**src/rtl/button_pulse_debounce.sv**
```systemverilog
// Debounces a raw push-button into a clean level plus press/release strobes.
// Optional auto-repeat strobe while held is built when BUTTON_AUTOREPEAT_EN is defined.
module button_pulse_debounce #(
    parameter int DEBOUNCE_CYCLES = 270_000,
    parameter bit ACTIVE_LOW      = 1'b1,
    parameter int REPEAT_DELAY    = 13_500_000,
    parameter int REPEAT_PERIOD   = 2_700_000
) (
    input  logic clk,
    input  logic rst,
    input  logic btn_in,
    output logic pressed,
    output logic press_pulse,
    output logic release_pulse,
    output logic repeat_pulse
);

    localparam int CW = $clog2(DEBOUNCE_CYCLES + 1);
    localparam logic [CW-1:0] CNT_ONE  = CW'(1);
    localparam logic [CW-1:0] CNT_LAST = CW'(DEBOUNCE_CYCLES - 1);
    localparam logic REL_LEVEL = ACTIVE_LOW;

    typedef enum logic [1:0] {
        RELEASED     = 2'd0,
        PRESS_WAIT   = 2'd1,
        HELD         = 2'd2,
        RELEASE_WAIT = 2'd3
    } state_t;

    state_t        state_q, state_d;
    logic [CW-1:0] cnt_q, cnt_d;
    logic          sync1_q, sync1_d;
    logic          sync2_q, sync2_d;
    logic          pressed_q, pressed_d;
    logic          press_pulse_q, press_pulse_d;
    logic          release_pulse_q, release_pulse_d;
    logic          s;

    // Polarity-corrected synchronized sample: 1 means the button is pressed.
    assign s = sync2_q ^ ACTIVE_LOW;

    always_comb begin
        sync1_d = btn_in;
        sync2_d = sync1_q;
        state_d = state_q;
        cnt_d   = cnt_q;
        case (state_q)
            RELEASED: begin
                if (s) begin
                    if (DEBOUNCE_CYCLES == 1) begin
                        state_d = HELD;
                        cnt_d   = '0;
                    end else begin
                        state_d = PRESS_WAIT;
                        cnt_d   = CNT_ONE;
                    end
                end
            end
            PRESS_WAIT: begin
                if (!s) begin
                    state_d = RELEASED;
                    cnt_d   = '0;
                end else if (cnt_q == CNT_LAST) begin
                    state_d = HELD;
                    cnt_d   = '0;
                end else begin
                    cnt_d = cnt_q + CNT_ONE;
                end
            end
            HELD: begin
                if (!s) begin
                    if (DEBOUNCE_CYCLES == 1) begin
                        state_d = RELEASED;
                        cnt_d   = '0;
                    end else begin
                        state_d = RELEASE_WAIT;
                        cnt_d   = CNT_ONE;
                    end
                end
            end
            RELEASE_WAIT: begin
                if (s) begin
                    state_d = HELD;
                    cnt_d   = '0;
                end else if (cnt_q == CNT_LAST) begin
                    state_d = RELEASED;
                    cnt_d   = '0;
                end else begin
                    cnt_d = cnt_q + CNT_ONE;
                end
            end
            default: begin
                state_d = RELEASED;
                cnt_d   = '0;
            end
        endcase
        pressed_d       = (state_d == HELD) || (state_d == RELEASE_WAIT);
        press_pulse_d   = pressed_d && !pressed_q;
        release_pulse_d = !pressed_d && pressed_q;
    end

    always_ff @(posedge clk) begin
        if (rst) begin
            sync1_q         <= REL_LEVEL;
            sync2_q         <= REL_LEVEL;
            state_q         <= RELEASED;
            cnt_q           <= '0;
            pressed_q       <= 1'b0;
            press_pulse_q   <= 1'b0;
            release_pulse_q <= 1'b0;
        end else begin
            sync1_q         <= sync1_d;
            sync2_q         <= sync2_d;
            state_q         <= state_d;
            cnt_q           <= cnt_d;
            pressed_q       <= pressed_d;
            press_pulse_q   <= press_pulse_d;
            release_pulse_q <= release_pulse_d;
        end
    end

    assign pressed       = pressed_q;
    assign press_pulse   = press_pulse_q;
    assign release_pulse = release_pulse_q;

`ifdef BUTTON_AUTOREPEAT_EN
    localparam int TMAX = (REPEAT_DELAY > REPEAT_PERIOD) ? REPEAT_DELAY : REPEAT_PERIOD;
    localparam int TW   = $clog2(TMAX + 1);
    localparam logic [TW-1:0] TMR_ONE = TW'(1);

    logic [TW-1:0] rpt_tmr_q, rpt_tmr_d;
    logic          repeat_pulse_q, repeat_pulse_d;

    // Timer restarts only on a fresh press; a release glitch that bounces back keeps counting.
    always_comb begin
        rpt_tmr_d      = rpt_tmr_q;
        repeat_pulse_d = 1'b0;
        if (press_pulse_d) begin
            rpt_tmr_d = TW'(REPEAT_DELAY);
        end else if (!pressed_d) begin
            rpt_tmr_d = '0;
        end else if (rpt_tmr_q == TMR_ONE) begin
            repeat_pulse_d = 1'b1;
            rpt_tmr_d      = TW'(REPEAT_PERIOD);
        end else if (rpt_tmr_q != '0) begin
            rpt_tmr_d = rpt_tmr_q - TMR_ONE;
        end
    end

    always_ff @(posedge clk) begin
        if (rst) begin
            rpt_tmr_q      <= '0;
            repeat_pulse_q <= 1'b0;
        end else begin
            rpt_tmr_q      <= rpt_tmr_d;
            repeat_pulse_q <= repeat_pulse_d;
        end
    end

    assign repeat_pulse = repeat_pulse_q;
`else
    assign repeat_pulse = 1'b0;
`endif

endmodule

```
**config.mk**
```make
export PLATFORM = sky130hd
export DESIGN_NAME = button_pulse_debounce
export DESIGN_NICKNAME = d
export VERILOG_FILES = /design/src/rtl/button_pulse_debounce.sv
export SDC_FILE = /design/constraint.sdc
export NUM_CORES = 1
export LEC_CHECK = 0
export ABC_AREA = 1
export CAP_MARGIN = 0
export CORE_MARGIN = 2
export CORE_UTILIZATION = 40
export CTS_CLUSTER_SIZE = 25
export DETAILED_ROUTE_END_ITERATION = 6
export SYNTH_ARGS = -nofsm -noshare
export SYNTH_HDL_FRONTEND = slang
export SYNTH_SLANG_ARGS = --single-unit
```
**constraint.sdc**
```tcl
create_clock -name clk -period 1.6 [get_ports clk]
set_clock_uncertainty 0.1 [all_clocks]
set_input_delay 0.32 -clock clk [delete_from_list [all_inputs] [get_ports clk]]
set_output_delay 0.32 -clock clk [all_outputs]
set_load 0.03 [all_outputs]
```
**Yosys cells after proc, flatten, opt, wreduce, memory -nomap -nowiden**

Index checks and enable logic that the tools add are counted.

- Register bits after elaboration: 26
- Latch bits: 0
- RAM bits: 0
- Bits in read-only memories: 0
- Bits of input ports: 3
- Output and inout port bits: 4
- Logic and storage cells: 36
- Memories kept: 0

- $add $sub $neg: 1
- Multiply operators: 0
- Divide/modulo/power cells: 0
- Order comparisons: 0
- Equality and inequality tests: 8
- Shifts and indexed selects: 0
- Mux-type cells: 13
- Bitwise gates (word level): 0
- Reduce and logical (&&, ||, !) cells: 7

Operators by type and width:

| operator | count |
|---|---|
| two-way mux 19 bit | 5 |
| one-hot mux 19 bit (4 select lines) | 1 |
| adder 19 x 1 -> 19 bit, second input constant | 1 |
| == test 19 bit, second input constant | 1 |
| two-way mux 2 bit | 6 |
| == test 2 bit, second input constant | 4 |
| one-hot mux 2 bit (4 select lines) | 1 |
| != test 2 bit, second input constant | 2 |
| == test 2 x 1 -> 1 bit, second input constant | 1 |
| logical AND 1 bit | 2 |
| zero test 1 bit | 2 |
| zero test 2 bit | 1 |
| AND reduction 2 bit | 1 |
| logical OR 1 bit | 1 |

**Longest topological paths before layout**

Gate-level depths: netlist (run 1).

- Depth after elaboration: 8
- Gate-level depth with buffers: 9
- Gate-level depth less buffers: 9

**Worst setup path after synthesis (run 1)**

No wires, ideal clock.

- Kind: register to register
- Start point: reg cnt_q[0]
- End point: reg cnt_q[13]
- Setup time: 0.117 ns
- Arrival time: 1.246 ns
- Required time: 1.383 ns
- Setup slack: 0.137 ns
- Cell stages (with the launch flop): 10
- Path buffers: 1
- Clock period less this slack: 1.463 ns
- Cell sequence: dfxtp_1 -> ha_1 -> inv_1 -> nor2_4 -> nand3_2 -> nor2_4 -> o21bai_4 -> nand2_4 -> buf_12 -> nor2_1

- Longest elaborated chain between the ends: 4
- Elaborated cells on any way between the ends: 6
- Those cells by class: add/sub (1); eq/ne (1); mux (4)

Ends and longest elaborated chain:

| what | RTL line | source |
|---|---|---|
| start: declaration | 31 | `logic [CW-1:0] cnt_q, cnt_d;` |
| start signal: assignment | 115 | `cnt_q <= cnt_d;` |
| adder 19 x 1 -> 19 bit / == test 19 bit (equally long branches) | - |  |
| two-way mux 19 bit (*) | 63, 85 |  |
| two-way mux 19 bit (on tied branches) | 82, 60 |  |
| one-hot mux 19 bit (4 select lines) (*) | 47 | `case (state_q)` |

Every way passes the cells marked *; elsewhere a longest branch is shown, timed or not.
A chain may end at the register's enable or synchronous reset.

**Worst setup path after layout (run 1)**

- Start point: reg cnt_q[1]
- End point: reg pressed_q, in the netlist pressed

- Longest elaborated chain between the ends: 6
- Elaborated cells on any way between the ends: 9
- Those cells by class: eq/ne (3); mux (5); reduce/logical (1)

Ends and longest elaborated chain:

| what | RTL line | source |
|---|---|---|
| == test 19 bit (*) | 63, 85 |  |
| two-way mux 2 bit (on tied branches) | 85, 63 |  |
| two-way mux 2 bit (on tied branches) | 82, 60 |  |
| one-hot mux 2 bit (4 select lines) (*) | 47 |  |
| == test 2 bit | 97 | `pressed_d = (state_d == HELD) \|\| (state_d == RELEASE_WAIT);` |
| logical OR 1 bit (*) | 97 |  |
| end signal: assignment | 116 | `pressed_q <= pressed_d;` |
| end: declaration | 34 | `logic pressed_q, pressed_d;` |

Marked as above.

==> flow_summary.toml, run 1 <==
[layout]
postLayoutCoreUtil_pct = 48.69
layout_commonest_cell = "nand2_1"
final_cell_count_no_fill = 261
drive_gt1_share_pct = 23.72
n_antenna_cell = 0
nNetsFinal = 220
syn2layout_area_growth_pct = 14.60
final_cell_mix = "nand2_1 (51), nor2_1 (26), dfxtp_1 (24)"

[setup_path]
path_buf_inv = 2
worstPathArrival_ns = 1.66
crit_chain = "ha_2 > inv_2 > nor2_4 > nand3_2 > nor2_4 > nand4_1 > nand3_4 > inv_1"
critPathCaptureType = "flop"
slowest_stage = "dfxtp_2"
critPathMaxFanout = 5
start_kind = "flop"
path_class = "flop to flop"
path_common_cell = "nor2_4"
critical-path-top-delay-family = "simple AND/OR/NAND/NOR gates"
worstPathRequired_ns = 1.74
max_stage_delay_ns = 0.37

[logic_synthesis]
syn-num-nets = 206
synth_fa_ha_area_share_pct = 0.8688
synth_xor_xnor_area_share_pct = 5.474
syn_avg_cell_area_um2 = 7.129
synth-compound-area-share_pct = 4.692
yosys-top-cells-area = "dfxtp_1 (36%), nand2_1 (14%), nor2_1 (7.3%), inv_1 (6.5%), nor2_2 (4.8%)"
ys_ff_latch = 26
netlist.area_leader.share_pct = 36.14
syn_inst = 202
synthSimpleGateAreaFrac_pct = 43.61
synth_area_um2 = 1440
yosys.area.top_type = "dfxtp_1"
muxShareOfSynthArea_pct = 0
synth_top_family_by_area = "simple AND/OR/NAND/NOR gates"
ys_types = 28
yosys_warnings = 0
ys_seq_area_share_pct = 36.14

[floorplan]
core_area_um2 = 3390
die_w_um = 64
start_util_pct = 42.49
die_h_um = 64
rows = 21
ios = 7
die_area_um2 = 4096

[power]
peakVddDrop_v = 0.0003654
internal_power_uw = 924.6
power_frac_comb_pct = 4.5
powerDensity_nw_per_um2 = 712.8
swShare_pct = 21.40
seqPwrFrac_pct = 55.7
p_switching_uw = 251.7
p_clk_share_pct = 39.8
p_leak_uw = 0.0006251

[drt]
num_vias = 1209
drt_wl_total_um = 2823
drt-vias-per-instance = 4.632
antenna_left = 0
drc = 0
wire_per_inst_um = 10.82
drt_first_pass_iters = 4
drt_iter0_markers = 59

[place]
hpwl_um = 2185
place_ws_ns = 0.007806
io_buffer_count = 5
place.gp.congestion = 0.8246
placed_cells = 255

[timing]
maxSlewViolCount = 0
setup_ws_ns = 0.08458
min_period_ns = 1.515
min_period_over_period_pct = 94.71
hold_violations = 0
setup_viol = 0
rsz0062_at_grt = "yes"
fmax_mhz = 659.9

[clocking]
numCtsBuffers = 3
htreeDepth = 1
clock_latency_ns = 0.34
hold_buffers = 0
clk_pin_slew_ns = 0.16
clock_sinks = 26
cts_tree = "done"
cts_buffer_depth = 2
root_buffer = "clkbuf_4"

[grt]
antenna_found_initial = 0
grt_max_degree = 16
grt_use_total_pct = 15.49
grt_pass1_vias = 1101
grt_pass1_wl_um = 4974
gr-total-overflow = 0

[worst_hold_path]
min_path_type = "flop to flop"

[flow_run]
max_cap_viol_count = 0

[run_status]
status = "completed"
-- flip-flops by register name (all words and copies together) (netlist names) --
| signal | count |
|---|---|
| cnt_q | 19 |
| state_q | 2 |
| press_pulse | 1 |
| pressed | 1 |
| release_pulse | 1 |
| sync1_q | 1 |
| sync2_q | 1 |
-- logic make-up after synthesis --
kind of cell,after synthesis
AND/OR/NAND/NOR,126
buffers and inverters,29
flip-flops,26
AO/OA/AOI/OAI,10
XOR/XNOR,9
adder cells (fa/ha/maj),1
other,1
-- metal layers --
| metal | global-route usage [%] | part of all wire [%] | vias up |
|---|---|---|---|
| li1 | - | - | 648 |
| met1 | 22.38 | 52 | 543 |
| met2 | 22.92 | 44 | 13 |
| met3 | 2.641 | 1.6 | 5 |
| met4 | 5.707 | 1.6 | 0 |
| met5 | 0 | 0 | - |
-- power groups by stage --
stage               Sequential (µW)  Combinational [µW]  Clock [µW]
detailed placement              669                53.3           0
finish                          655                53.1         468
global placement                669                53.4           0
floorplan                       668                43.6           0
CTS                             655                53.5         474
global route                    656                58.8         493
-- final timing paths --
check	startpoint	to	slack, ns	depth (start not counted)
hold / removal	sync1_q$_SDFF_PP1_	sync2_q$_SDFF_PP1_	0.33	1
hold reg to reg	sync1_q$_SDFF_PP1_	sync2_q$_SDFF_PP1_	0.33	1
setup reg to reg	cnt_q[1]$_SDFFE_PP0P_	pressed$_SDFF_PP0_	0.08	8
setup / recovery	cnt_q[1]$_SDFFE_PP0P_	pressed$_SDFF_PP0_	0.08	8
-- worst register-to-register path, stage by stage (launching register included) --
cell	delay [ns]
dfxtp_2	0.37
ha_2	0.18
inv_2	0.04
nor2_4	0.14
nand3_2	0.11
nor2_4	0.14
nand4_1	0.19
nand3_4	0.12
inv_1	0.04
-- cells in the mapped netlist --
cell      number
nor2_4         3
nor2_2        11
o21ai_0        5
inv_2          2
or2_2          2
xnor2_1        2
ha_1           1
buf_4          1
conb_1         1
o21bai_4       1
nor3_2         1
and3_1         1
nor2_1        28
inv_1         25
nand3_1        9
nand2_2        3
nand3_4        1
a21oi_1        3
dfxtp_1       26
nor3b_1        1
a21oi_2        1
nand2_4        2
buf_12         1
xor2_1         7
nand4_1        4
nand3_2        4
nor3_1         4
nand2_1       52
-- timing repair --
action,in CTS,in global routing
endpoints found under the setup margin,4,22
setup buffers,0,2
pin swaps,0,6
resized for setup,4,12
-- per-stage QoR --
| step | instance area, µm² | TNS [ns] | power, µW | hold slack (ns) |
|---|---|---|---|---|
| finish | 1650 | 0 | 1176 | 0.3281 |
| global route | 1650 | -0.08166 | 1207 | 0.3449 |
| CTS | 1602 | 0 | 1182 | 0.3321 |
| detailed placement | 1550 | 0 | 721.9 | 0.2975 |
| global placement | 1550 | 0 | 721.9 | 0.2911 |
| floorplan | 1440 | 0 | 712.1 | 0.2891 |
-- cell type report --
type,instances,area [µm²]
fillers,357,1739
multi-input cells,147,823.3
flip-flops and latches,26,523.0
inverters,27,101.3
repair buffers,11,92.59
well taps,46,57.56
clock inverters,1,30.03
clock buffers,3,22.52
No activity file was read; power rests on OpenSTA's default activity.
==> run 2: changes to the inputs <==
SKIP_CTS_REPAIR_TIMING = 1   (was default)
==> flow_summary.toml, run 2 (synthesis results as in run 1) <==
[drt]
wire_per_inst_um = 10.83
drc = 0
drt-vias-per-instance = 4.602
drt_wl_total_um = 2826
drt_first_pass_iters = 4
num_vias = 1201
drt_iter0_markers = 55
antenna_left = 0

[timing]
min_period_ns = 1.493
rsz0062_at_grt = "yes"
hold_violations = 0
min_period_over_period_pct = 93.31
fin_setup_tns_ns = 0
fmax_mhz = 669.8
setup_viol = 0
maxSlewViolCount = 0

[grt]
gr-total-overflow = 0
grt_max_degree = 16
grt_pass1_vias = 1101
antenna_found_initial = 0
grt_pass1_wl_um = 4961
grt_use_total_pct = 15.45

[power]
p_leak_uw = 0.0006708
peakVddDrop_v = 0.0003612
powerDensity_nw_per_um2 = 701.2

[setup_path]
slowest_stage = "dfxtp_2"
max_stage_delay_ns = 0.39
worstPathRequired_ns = 1.78
worstPathArrival_ns = 1.67
path_buf_inv = 1
critPathMaxFanout = 5
critical-path-top-delay-family = "simple AND/OR/NAND/NOR gates"
path_class = "flop to flop"
critPathCaptureType = "flop"
start_kind = "flop"
crit_chain = "ha_4 > inv_2 > nor2_4 > nand3_2 > nor2_4 > nand3_2 > nand2_2 > nand3_4 > nor2_2"
r2r-start = "cnt_q[1]$_SDFFE_PP0P_"
startpoint = "cnt_q[1]$_SDFFE_PP0P_"

[floorplan]
rows = 21
start_util_pct = 42.49
core_area_um2 = 3390
die_h_um = 64
die_area_um2 = 4096
ios = 7
die_w_um = 64

[place]
io_buffer_count = 5
placed_cells = 255
place.gp.congestion = 0.8246
hpwl_um = 2185

[layout]
final.fill_count = 353
layout_commonest_cell = "nand2_1"
final_cell_count_no_fill = 261
regMostFlops = "cnt_q"
final_cell_mix = "nand2_1 (50), nor2_1 (25), inv_1 (23), dfxtp_1 (23), nor2_2 (13)"
top_regs = "cnt_q: 19 flops, state_q: 2 flops"
n_antenna_cell = 0
nNetsFinal = 220
largest_reg_flops = 19
syn2layout_area_growth_pct = 16.42
drive_gt1_share_pct = 25.12

[clocking]
cts_buffer_depth = 2
numCtsBuffers = 3
clk_pin_slew_ns = 0.16
clock_latency_ns = 0.34
root_buffer = "clkbuf_4"
cts_tree = "done"
clock_sinks = 26
htreeDepth = 1

[worst_hold_path]
min_path_type = "flop to flop"
min_from = "sync1_q$_SDFF_PP1_"

[flow_run]
max_cap_viol_count = 0

[run_status]
status = "completed"
-- run 2: cell count changes in the layout (fill, tap and decap cells not counted) --
cell	delta
nand2_1	-1
ha_4	+1
dlymetal6s2s_1	+3
dfxtp_1	-1
ha_2	-1
nor2_1	-1
nand2_2	+1
nor2_2	+1
dfxtp_2	+1
dlygate4sd2_1	-2
clkdlybuf4s15_1	-1
-- run 2: worst paths after layout --
| kind | endpoint | slack (ns) | cells after the start |
|---|---|---|---|
| worst min-delay path | sync2_q$_SDFF_PP1_ | 0.33 | 1 |
| worst min register to register | sync2_q$_SDFF_PP1_ | 0.33 | 1 |
| worst max-delay path | press_pulse$_SDFF_PP0_ | 0.11 | 9 |
| worst max register to register | press_pulse$_SDFF_PP0_ | 0.11 | 9 |
-- run 2: where the power goes --
part / leakage (µW) / internal, µW / switching [µW]
logic: 0.000431 / 19.2 / 34.6
registers: 0.000211 / 652 / 3.06
clock network: 0.0000279 / 253 / 213
-- run 2: through the flow --
step / worst slack, ns / hold WS, ns / total power, µW / utilization [%] / instance area [µm²]
3_3_place_gp: 0.01333 / 0.2911 / 721.9 / 45.74 / 1550
4_1_cts: -0.2286 / 0.3321 / 1182 / 47.29 / 1603
6_report: 0.1070 / 0.3278 / 1176 / 49.46 / 1677
2_1_floorplan: 0.1370 / 0.2891 / 712.1 / - / 1440
5_1_grt: -0.02011 / 0.3455 / 1211 / 49.46 / 1677
3_5_place_dp: 0.007806 / 0.2975 / 721.9 / 45.74 / 1550
-- run 2: cell type report --
| type | count | area, µm² | area share, % |
|---|---|---|---|
| Inverter | 27 | 101.3 | 6.045 |
| Multi-Input combinational cell | 147 | 838.3 | 50.00 |
| Tap cell | 46 | 57.56 | 3.433 |
| Sequential cell | 26 | 524.3 | 31.27 |
| Timing Repair Buffer | 11 | 102.6 | 6.119 |
| Clock inverter | 1 | 30.03 | 1.791 |
| Clock buffer | 3 | 22.52 | 1.343 |
-- run 2: worst reg2reg max path, delay by kind of cell (launching register included) --
family | cells | cell delay (ns)
buffers and inverters | 1 | 0.04
flip-flops | 1 | 0.39
AND/OR/NAND/NOR | 7 | 0.76
adder cells (fa/ha/maj) | 1 | 0.14
-- run 2: metal layers --
| metal | GRT usage, % | up-vias | share of wire (%) |
|---|---|---|---|
| met4 | 5.707 | 0 | 1.6 |
| met3 | 2.641 | 5 | 2.9 |
| met2 | 22.92 | 16 | 44 |
| met1 | 22.27 | 536 | 51 |
| met5 | 0 | - | 0 |
| li1 | - | 644 | - |
